File: src/rtl/top.sv
// Keypad-to-motor sequencer: scans a 4x4 keypad, buffers three keys on a multiplexed 7-segment
// display and replays them as timed motor pulses. Optional macro: KEYPAD_DEBOUNCE_EN.
module top #(
  parameter int SCAN_DIV    = 1,
  parameter int REFRESH_DIV = 4,
  parameter int MOTOR_TICKS = 16
) (
  input  logic       clk,
  input  logic       reset,
  input  logic [3:0] fila,
  output logic [3:0] col,
  input  logic       enter,
  output logic [2:0] Motores,
  output logic [6:0] segmentos,
  output logic [2:0] enable
);

  typedef enum logic [0:0] {S_IDLE = 1'b0, S_RUN = 1'b1} state_e;

  localparam logic [15:0] SCAN_LAST = 16'(SCAN_DIV - 1);
  localparam logic [15:0] REF_LAST  = 16'(REFRESH_DIV - 1);
  localparam logic [15:0] TICK_LAST = 16'(MOTOR_TICKS - 1);
  localparam logic [15:0] REL_LAST  = 16'(4 * SCAN_DIV - 1);

  function automatic logic [3:0] key_code(input logic [3:0] idx);
    case (idx)
      4'd0:    key_code = 4'h1;
      4'd1:    key_code = 4'h2;
      4'd2:    key_code = 4'h3;
      4'd3:    key_code = 4'hA;
      4'd4:    key_code = 4'h4;
      4'd5:    key_code = 4'h5;
      4'd6:    key_code = 4'h6;
      4'd7:    key_code = 4'hB;
      4'd8:    key_code = 4'h7;
      4'd9:    key_code = 4'h8;
      4'd10:   key_code = 4'h9;
      4'd11:   key_code = 4'hC;
      4'd13:   key_code = 4'h0;
      4'd15:   key_code = 4'hD;
      default: key_code = 4'h0;
    endcase
  endfunction

  // '*' sits at index 12 and '#' at index 14; both are never stored.
  function automatic logic key_storable(input logic [3:0] idx);
    key_storable = (idx != 4'd12) && (idx != 4'd14);
  endfunction

  function automatic logic [6:0] seg7(input logic [3:0] code);
    case (code)
      4'h0:    seg7 = 7'h3F;
      4'h1:    seg7 = 7'h06;
      4'h2:    seg7 = 7'h5B;
      4'h3:    seg7 = 7'h4F;
      4'h4:    seg7 = 7'h66;
      4'h5:    seg7 = 7'h6D;
      4'h6:    seg7 = 7'h7D;
      4'h7:    seg7 = 7'h07;
      4'h8:    seg7 = 7'h7F;
      4'h9:    seg7 = 7'h6F;
      4'hA:    seg7 = 7'h77;
      4'hB:    seg7 = 7'h7C;
      4'hC:    seg7 = 7'h39;
      4'hD:    seg7 = 7'h5E;
      default: seg7 = 7'h00;
    endcase
  endfunction

  function automatic logic [2:0] motor_code(input logic [3:0] code);
    case (code)
      4'hA, 4'h1: motor_code = 3'b001;
      4'hB, 4'h2: motor_code = 3'b010;
      4'hC, 4'h3: motor_code = 3'b100;
      4'hD:       motor_code = 3'b111;
      default:    motor_code = 3'b000;
    endcase
  endfunction

  state_e           state_q, state_d;
  logic [15:0]      scan_cnt_q, scan_cnt_d;
  logic [3:0]       col_q, col_d;
  logic [15:0]      rel_cnt_q, rel_cnt_d;
  logic             held_q, held_d;
  logic [15:0]      ref_cnt_q, ref_cnt_d;
  logic [2:0]       en_q, en_d;
  logic [6:0]       seg_q, seg_d;
  logic [2:0][3:0]  code_q, code_d;
  logic [2:0]       valid_q, valid_d;
  logic             enter_q;
  logic [1:0]       ptr_q, ptr_d;
  logic [15:0]      tick_q, tick_d;
  logic [2:0]       mot_q, mot_d;

  logic [1:0] row_idx_s, col_idx_s, top_idx_s, disp_sel_s;
  logic [3:0] key_idx_s;
  logic       hit_s, col_end_s, detect_s, start_s, press_s, last_slot_s;

  always_comb begin
    row_idx_s = 2'd3;
    if (fila[0]) begin
      row_idx_s = 2'd0;
    end else if (fila[1]) begin
      row_idx_s = 2'd1;
    end else if (fila[2]) begin
      row_idx_s = 2'd2;
    end else begin
      row_idx_s = 2'd3;
    end
    case (col_q)
      4'b0010: col_idx_s = 2'd1;
      4'b0100: col_idx_s = 2'd2;
      4'b1000: col_idx_s = 2'd3;
      default: col_idx_s = 2'd0;
    endcase
    if (valid_q[2]) begin
      top_idx_s = 2'd2;
    end else if (valid_q[1]) begin
      top_idx_s = 2'd1;
    end else begin
      top_idx_s = 2'd0;
    end
  end

  assign key_idx_s   = {row_idx_s, col_idx_s};
  assign hit_s       = |fila;
  assign col_end_s   = (scan_cnt_q == SCAN_LAST);
  assign start_s     = (state_q == S_IDLE) && enter && !enter_q && (|valid_q);
  assign press_s     = detect_s && !held_q && (state_q == S_IDLE) && !start_s;
  assign last_slot_s = (state_q == S_RUN) && (tick_q == TICK_LAST) && (ptr_q == 2'd0);

`ifdef KEYPAD_DEBOUNCE_EN
  // Candidate key must be seen again on the next scan of its column before it counts.
  logic [3:0] cand_q, cand_d;
  logic       cand_v_q, cand_v_d;

  always_comb begin
    cand_d   = cand_q;
    cand_v_d = cand_v_q;
    if (col_end_s && hit_s) begin
      cand_d   = key_idx_s;
      cand_v_d = 1'b1;
    end else if (col_end_s && cand_v_q && (cand_q[1:0] == col_idx_s)) begin
      cand_v_d = 1'b0;
    end else begin
      cand_v_d = cand_v_q;
    end
  end

  assign detect_s = col_end_s && hit_s && cand_v_q && (cand_q == key_idx_s);

  always_ff @(posedge clk or posedge reset) begin
    if (reset) begin
      cand_q   <= 4'd0;
      cand_v_q <= 1'b0;
    end else begin
      cand_q   <= cand_d;
      cand_v_q <= cand_v_d;
    end
  end
`else
  assign detect_s = hit_s;
`endif

  // Scanner, held-key release timer and display multiplexer.
  always_comb begin
    if (col_end_s) begin
      scan_cnt_d = 16'd0;
      col_d      = {col_q[2:0], col_q[3]};
    end else begin
      scan_cnt_d = scan_cnt_q + 16'd1;
      col_d      = col_q;
    end
    if (hit_s) begin
      rel_cnt_d = 16'd0;
    end else if (rel_cnt_q != REL_LAST) begin
      rel_cnt_d = rel_cnt_q + 16'd1;
    end else begin
      rel_cnt_d = rel_cnt_q;
    end
    if (press_s) begin
      held_d = 1'b1;
    end else if (!hit_s && (rel_cnt_q == REL_LAST)) begin
      held_d = 1'b0;
    end else begin
      held_d = held_q;
    end
    if (ref_cnt_q == REF_LAST) begin
      ref_cnt_d = 16'd0;
      en_d      = {en_q[1:0], en_q[2]};
    end else begin
      ref_cnt_d = ref_cnt_q + 16'd1;
      en_d      = en_q;
    end
    case (en_d)
      3'b010:  disp_sel_s = 2'd1;
      3'b100:  disp_sel_s = 2'd2;
      default: disp_sel_s = 2'd0;
    endcase
    if (valid_q[disp_sel_s]) begin
      seg_d = seg7(code_q[disp_sel_s]);
    end else begin
      seg_d = 7'h00;
    end
  end

  always_comb begin
    case (state_q)
      S_IDLE:  state_d = start_s ? S_RUN : S_IDLE;
      S_RUN:   state_d = last_slot_s ? S_IDLE : S_RUN;
      default: state_d = S_IDLE;
    endcase
  end

  // Buffer shifting and playback; valid entries are always contiguous from slot 0.
  always_comb begin
    code_d  = code_q;
    valid_d = valid_q;
    ptr_d   = ptr_q;
    tick_d  = tick_q;
    mot_d   = mot_q;
    if (start_s) begin
      ptr_d  = top_idx_s;
      tick_d = 16'd0;
      mot_d  = motor_code(code_q[top_idx_s]);
    end else if (state_q == S_RUN) begin
      if (tick_q != TICK_LAST) begin
        tick_d = tick_q + 16'd1;
      end else if (ptr_q == 2'd0) begin
        tick_d  = 16'd0;
        mot_d   = 3'b000;
        code_d  = '0;
        valid_d = 3'b000;
      end else begin
        tick_d = 16'd0;
        ptr_d  = ptr_q - 2'd1;
        mot_d  = motor_code(code_q[ptr_q - 2'd1]);
      end
    end else if (press_s && key_storable(key_idx_s)) begin
      code_d  = {code_q[1], code_q[0], key_code(key_idx_s)};
      valid_d = {valid_q[1:0], 1'b1};
    end else begin
      mot_d = mot_q;
    end
  end

  always_ff @(posedge clk or posedge reset) begin
    if (reset) begin
      state_q    <= S_IDLE;
      scan_cnt_q <= 16'd0;
      col_q      <= 4'b0001;
      rel_cnt_q  <= 16'd0;
      held_q     <= 1'b0;
      ref_cnt_q  <= 16'd0;
      en_q       <= 3'b001;
      seg_q      <= 7'h00;
      code_q     <= '0;
      valid_q    <= 3'b000;
      enter_q    <= 1'b0;
      ptr_q      <= 2'd0;
      tick_q     <= 16'd0;
      mot_q      <= 3'b000;
    end else begin
      state_q    <= state_d;
      scan_cnt_q <= scan_cnt_d;
      col_q      <= col_d;
      rel_cnt_q  <= rel_cnt_d;
      held_q     <= held_d;
      ref_cnt_q  <= ref_cnt_d;
      en_q       <= en_d;
      seg_q      <= seg_d;
      code_q     <= code_d;
      valid_q    <= valid_d;
      enter_q    <= enter;
      ptr_q      <= ptr_d;
      tick_q     <= tick_d;
      mot_q      <= mot_d;
    end
  end

  assign col       = col_q;
  assign enable    = en_q;
  assign segmentos = seg_q;
  assign Motores   = mot_q;

endmodule

File: config.mk
export PLATFORM = sky130hd
export DESIGN_NAME = top
export DESIGN_NICKNAME = d
export VERILOG_FILES = /design/src/rtl/top.sv
export SDC_FILE = /design/constraint.sdc
export NUM_CORES = 1
export LEC_CHECK = 0
export BUFFER_PORTS_ARGS = -buffer_cell sky130_fd_sc_hd__buf_2
export CORE_UTILIZATION = 30
export CTS_CLUSTER_DIAMETER = 50
export DETAILED_ROUTE_END_ITERATION = 8
export SETUP_SLACK_MARGIN = 0.02
export SLEW_MARGIN = 20
export SYNTH_ARGS = -nofsm -noshare
export SYNTH_HDL_FRONTEND = slang
export SYNTH_SLANG_ARGS = --single-unit
File: constraint.sdc
create_clock -name clk -period 3 [get_ports clk]
set_input_delay 0.3 -clock clk [delete_from_list [all_inputs] [get_ports clk]]
set_output_delay 0.3 -clock clk [all_outputs]
set_load 0.02 [all_outputs]
==> results.sh, run 1 <==
export IMPL_post_cts_buffers=0
export IMPL_report_final_slew_viol_count=0
export IMPL_yosys_area_top_type="dfrtp_1"
export IMPL_cp_slowest_stage_delay_ns=0.41
export IMPL_synth_common_cells="99 x dfrtp_1, 57 x nor2_1, 40 x nand2_1"
export IMPL_wire_per_inst_um=13.7
export IMPL_top_usage_layer="met2"
export IMPL_p_total_uw=3150
export IMPL_syn_area_per_cell_um2=10.1
export IMPL_fp_dieW_um=137
export IMPL_synth_seq_cells=101
export IMPL_swShare_pct=28.4
export IMPL_min_period_over_period_pct=91.7
export IMPL_numCtsBuffers=9
export IMPL_setup_viol=0
export IMPL_cts_tree="built"
export IMPL_grtUsageMet1_pct=16.2
export IMPL_cts_num_sinks=101
export IMPL_worst_setup_path_start_kind="flip-flop"
export IMPL_nFillCells=1798
export IMPL_skew_ns=0.0109
export IMPL_max_cap_violations=0
export IMPL_grt_max_degree=56
export IMPL_floorplan_initialDensity_pct=30.6
export IMPL_antenna_found_initial=0
export IMPL_clockPowerShare_pct=36.5
export IMPL_switching_power_uw=895
export IMPL_clkLatencyLatePin_ns=0.35
export IMPL_drc=0
export IMPL_ctsResizeCount=0
export IMPL_ctsRootBufferMaster="clkbuf_16"
export IMPL_dp_hpwl_um=7850
export IMPL_firstDrtPassIters=4
export IMPL_via_per_inst=5.08
export IMPL_worstHoldPathType="in2async"
export IMPL_num_rows=49
export IMPL_die_y_um=137
export IMPL_synth_cell_type_count=68
export IMPL_status="completed"
export IMPL_syn_area_um2=5490
export IMPL_syn2layout_area_growth_pct=13.1
export IMPL_postCtsHoldBufs=0
export IMPL_final_antenna_net_count=0
export IMPL_finalHoldViolCount=0
export IMPL_yosysMostFrequentCell="dfrtp_1"
export IMPL_layout_drive_gt1_share_pct=14.4
export IMPL_r2r_cells=11
export IMPL_drt_iter0_drc=289
export IMPL_leakage_uw=0.00277
export IMPL_synthTopCellsByArea="dfrtp_1 45%, xnor2_1 5.3%, nor2_1 3.9%"
export IMPL_worstSetupPathType="reg2reg"
export IMPL_io_buffer_count=23
export IMPL_p_seq_share_pct=47.8
export IMPL_worst_slew_pin_slew_ns=0.687
export IMPL_critPathRequiredTime_ns=3.23
export IMPL_path_clk_slew_ns=0.07
export IMPL_grt_ovfl_total=0
export IMPL_post_place_ws_ns=0.165
export IMPL_synth_edff_count=0
export IMPL_synth_cells=543
export IMPL_intPower_uw=2250
export IMPL_nets=594
export IMPL_synth_async_reset_ratio_pct=100
export IMPL_setup_slack_ns=0.249
export IMPL_fmax_mhz=364
export IMPL_end_kind="flip-flop"
export IMPL_yosysTopAreaCellShare_pct=45.1
export IMPL_cp_max_fo=8
export IMPL_htreeDepth=3
export IMPL_ios=24
export IMPL_peakVddDrop_uv=247
export IMPL_gp_congestion=0.880
export IMPL_wl_um=11000
export IMPL_grtUsageTotal_pct=12.7
export IMPL_met3_usage_pct=3.83
export IMPL_combPwrFrac_pct=15.6
export IMPL_rsz0062_at_grt="false"
export IMPL_syn_num_nets=566
export IMPL_cp_slowest_cell="dfrtp_1"
export IMPL_r2r_slack_ns=0.25
export IMPL_grt_util_met2_pct=20.6
export IMPL_p_per_area_nw_per_um2=507
export IMPL_synth_main_ff_cell="dfrtp_1"
export IMPL_critPathArrivalTime_ns=2.98
export IMPL_grt_pass1_vias=3969
export IMPL_core_area_um2=18000
export IMPL_vias=4093
export IMPL_cts_path_max_buffers=2
export IMPL_fin_util_pct=34.5
export IMPL_period_needed_ns=2.75
export IMPL_synth_yosys_warnings=0
export IMPL_grt_pass1_wl_um=18800
export IMPL_worstPathCellList="ha_2, nor4b_4, and4_2, and2b_1, o21ai_1, o22ai_2, inv_1, ha_1, inv_1, mux2i_1, o2bb2ai_1"
export IMPL_seq_area_frac_synth_pct=46.1
export IMPL_fin_area_um2=6210
export IMPL_worst_path_most_repeated_cell="inv_1"
export IMPL_rr_startpoint="ref_cnt_q[0]"
export IMPL_diodes=0
export IMPL_fp_dieArea_um2=18800
export IMPL_place_area_um2=5910
export IMPL_fin_setup_tns_ns=0
export IMPL_slew_headroom_pct=54.2
export IMPL_rr_endpoint="segmentos[3]"
[critical path: cells and delay by family (launching register included)]
kind            cells  cell delay [ns]
buf+inv             2             0.19
mux                 1             0.13
simple gates        3             0.76
flops               1             0.41
fa+ha+maj           2             0.58
compound gates      3             0.56
[per-layer routing]
layer  vias to the layer above  share of wire [%]  routed length, um
met5                         -                  0                  0
met2                        70                 48               5240
met1                      2013                 48               5240
met3                        16                3.2                357
li1                       1994                  -                  -
met4                         0                1.4                157
[through the flow]
stage / hold slack [ns] / cells
final: 0.0544 / 805
after global routing: 0.0581 / 805
after CTS: 0.0550 / 805
after detailed placement: 0.436 / 789
after global placement: 0.434 / 789
after floorplan: 0.331 / 543
[state kept, by name (all words and copies together) (netlist names)]
register	count
ref_cnt_q	16
rel_cnt_q	16
scan_cnt_q	16
tick_q	16
code_q	12
segmentos	7
col	4
Motores	3
enable	3
valid_q	3
ptr_q	2
enter_q	1
held_q	1
state_q	1
[cell families after synthesis]
family	synth area share [%]
adder cells (fa/ha/maj)	3.65
flip-flops	46.1
multiplexers	6.52
XOR/XNOR	8.62
AO/OA/AOI/OAI	12.8
buffers and inverters	2.78
AND/OR/NAND/NOR	19.5
[worst max path at each step]
| stage | startpoint | to |
|---|---|---|
| 2_1_floorplan | reset | Motores[0] |
| 3_3_place_gp | ref_cnt_q[0] | segmentos[0] |
| 3_5_place_dp | ref_cnt_q[0] | segmentos[3] |
| 4_1_cts | ref_cnt_q[0] | segmentos[0] |
| 5_1_grt | ref_cnt_q[0] | segmentos[0] |
| 6_report | ref_cnt_q[0] | segmentos[3] |
[cell usage in the layout, fill, tap and decap left out, drive strengths merged, types with 7 or more instances in the layout]
master | synthesis | routed
inv | 14 | 17
xor2 | 21 | 21
nor2 | 58 | 58
dfrtp | 99 | 99
or3 | 7 | 7
xnor2 | 33 | 33
mux2i | 21 | 21
nor3 | 10 | 10
ha | 16 | 16
clkbuf | 13 | 11
a21oi | 21 | 21
and3 | 12 | 12
buf | 6 | 36
nor4 | 10 | 10
nand3 | 22 | 22
nand2 | 40 | 40
mux2 | 12 | 12
o21ai | 22 | 22
a22o | 14 | 14
nand4 | 11 | 11
[cell type report]
class / instances / area [um2] / area share [%]
timing repair buffer: 36 / 225 / 3.63
clock inverter: 5 / 41.3 / 0.665
inverter: 15 / 58.8 / 0.948
sequential: 101 / 2530 / 40.8
multi-input combinational: 408 / 2810 / 45.3
clock buffer: 11 / 253 / 4.07
tap: 229 / 287 / 4.62
[power groups by stage]
stage | logic, uW | registers, uW | clock network [uW]
after floorplan | 353 | 1550 | 0
after global placement | 488 | 1530 | 0
after detailed placement | 497 | 1530 | 0
after CTS | 500 | 1510 | 1200
after global routing | 560 | 1520 | 1250
final | 493 | 1510 | 1150
No activity file was read; power rests on OpenSTA's default activity.
==> run 2: changes to the inputs <==
--- a/config.mk
+++ b/config.mk
@@ -7,6 +7,7 @@
 export LEC_CHECK = 0
 export BUFFER_PORTS_ARGS = -buffer_cell sky130_fd_sc_hd__buf_2
 export CORE_UTILIZATION = 30
+export CTS_BUF_LIST = sky130_fd_sc_hd__clkbuf_8
 export CTS_CLUSTER_DIAMETER = 50
 export DETAILED_ROUTE_END_ITERATION = 8
 export SETUP_SLACK_MARGIN = 0.02
==> results.sh, run 2 (synthesized netlist as in run 1, its figures left out) <==
export IMPL_slew_headroom_pct=54.2
export IMPL_nFillCells=1807
export IMPL_swShare_pct=30.0
export IMPL_grt_pass1_vias=3965
export IMPL_firstDrtPassIters=4
export IMPL_max_cap_violations=0
export IMPL_htreeDepth=3
export IMPL_numCtsBuffers=9
export IMPL_wire_per_inst_um=13.5
export IMPL_end_kind="flip-flop"
export IMPL_critPathArrivalTime_ns=3.02
export IMPL_worst_path_most_repeated_cell="inv_1"
export IMPL_worst_setup_path_start_kind="flip-flop"
export IMPL_fin_area_um2=6100
export IMPL_place_area_um2=5910
export IMPL_multi_input_area_um2=2810
export IMPL_grt_pass1_wl_um=18700
export IMPL_drc=0
export IMPL_die_y_um=137
export IMPL_floorplan_initialDensity_pct=30.6
export IMPL_combPwrFrac_pct=17.2
export IMPL_num_rows=49
export IMPL_fp_dieW_um=137
export IMPL_leakage_uw=0.00272
export IMPL_post_cts_buffers=0
export IMPL_skew_ns=0.0150
export IMPL_p_total_uw=2850
export IMPL_p_seq_share_pct=52.9
export IMPL_syn2layout_area_growth_pct=11.2
export IMPL_peakVddDrop_uv=222
export IMPL_fp_dieArea_um2=18800
export IMPL_dp_hpwl_um=7850
export IMPL_io_buffer_count=23
export IMPL_mostFrequentLayoutCells="99 x dfrtp_1, 57 x nor2_1, 40 x nand2_1"
export IMPL_diodes=0
export IMPL_gp_congestion=0.880
export IMPL_grt_max_degree=56
export IMPL_via_per_inst=5.01
export IMPL_ctsRootBufferMaster="clkbuf_8"
export IMPL_final_antenna_net_count=0
export IMPL_report_final_slew_viol_count=0
export IMPL_cts_tree="built"
export IMPL_wl_um=10900
export IMPL_core_area_um2=18000
export IMPL_path_clk_slew_ns=0.10
export IMPL_min_period_over_period_pct=91.8
export IMPL_cp_slowest_cell="dfrtp_1"
export IMPL_clkLatencyLatePin_ns=0.38
export IMPL_finalHoldViolCount=0
export IMPL_cts_num_sinks=101
export IMPL_layout_commonest_cell="dfrtp_1"
export IMPL_critPathBufInv=2
export IMPL_grtUsageTotal_pct=12.6
export IMPL_p_per_area_nw_per_um2=466
export IMPL_whs_ns=0.0163
export IMPL_clockPowerShare_pct=29.9
export IMPL_ios=24
export IMPL_grt_ovfl_total=0
export IMPL_worst_slew_pin_slew_ns=0.687
export IMPL_worstPathCellList="ha_2, nor4b_4, and4_2, and2b_1, o21ai_1, o22ai_2, inv_1, ha_1, inv_1, mux2i_1, o2bb2ai_1"
export IMPL_cp_slowest_stage_delay_ns=0.42
export IMPL_period_needed_ns=2.76
export IMPL_nets=594
export IMPL_cts_path_max_buffers=2
export IMPL_fmax_mhz=363
export IMPL_drt_iter0_drc=253
export IMPL_setup_viol=0
export IMPL_worstSetupPathType="reg2reg"
export IMPL_register_area_um2=2530
export IMPL_status="completed"
export IMPL_antenna_found_initial=0
export IMPL_vias=4031
export IMPL_intPower_uw=1990
export IMPL_critPathTopFamily="simple AND/OR/NAND/NOR gates"
export IMPL_layout_drive_gt1_share_pct=14.4
export IMPL_switching_power_uw=854
export IMPL_cp_max_fo=8
export IMPL_rsz0062_at_grt="false"
export IMPL_worstHoldPathType="in2async"
export IMPL_critPathRequiredTime_ns=3.26
export IMPL_fin_setup_tns_ns=0
-- run 2: cell types whose count changed in the layout (fill, tap and decap cells not counted) --
cell       delta
clkbuf_16     -9
clkbuf_8      +9
-- run 2: routing by layer --
layer	global-route usage [%]	wire, um
met1	15.9	5150
met2	20.6	5190
met3	3.97	413
met4	3.85	117
met5	0	0
-- run 2: worst paths after layout --
path / to / start / depth (start not counted) / slack [ns]
max: segmentos[3] / ref_cnt_q[0] / 11 / 0.24
min: segmentos[1] / reset / 2 / 0.02
max reg2reg: segmentos[3] / ref_cnt_q[0] / 11 / 0.24
min reg2reg: ref_cnt_q[15] / ref_cnt_q[15] / 1 / 0.48
max in group asynchronous: tick_q[6] / reset / 3 / 2.30
min in group clk: enter_q / enter / 1 / 0.05
-- run 2: worst register-to-register path, stage by stage, from the launching register on --
cell and delay (ns):
dfrtp_1 0.42, ha_2 0.28, nor4b_4 0.22, and4_2 0.33, and2b_1 0.21, o21ai_1 0.11
o22ai_2 0.36, inv_1 0.14, ha_1 0.30, inv_1 0.05, mux2i_1 0.13, o2bb2ai_1 0.09
-- run 2: layout make-up --
cell class | instances | share of cell area, %
tap | 229 | 4.69
multi-input combinational | 408 | 46.1
inverter | 15 | 0.963
clock buffer | 11 | 2.48
sequential | 101 | 41.4
clock inverter | 5 | 0.676
timing repair buffer | 36 | 3.69
-- run 2: power groups by stage --
stage	sequential, uW	clock [uW]	combinational (uW)
floorplan	1550	0	353
global placement	1530	0	488
CTS	1510	903	500
detailed placement	1530	0	497
finish	1510	850	490
global route	1520	952	560
-- run 2: per-stage QoR --
| step | setup slack [ns] | cells | utilization (%) |
|---|---|---|---|
| 6_report | 0.245 | 805 | 34.0 |
| 3_5_place_dp | 0.165 | 789 | 32.9 |
| 5_1_grt | 0.0340 | 805 | 34.0 |
| 2_1_floorplan | 0.0562 | 543 | - |
| 4_1_cts | 0.128 | 805 | 34.0 |
| 3_3_place_gp | 0.290 | 789 | 32.9 |
-- run 2: what timing repair did --
action	CTS	global route
gates resized for setup	0	3
hold buffers	0	0
setup endpoints to repair	0	4
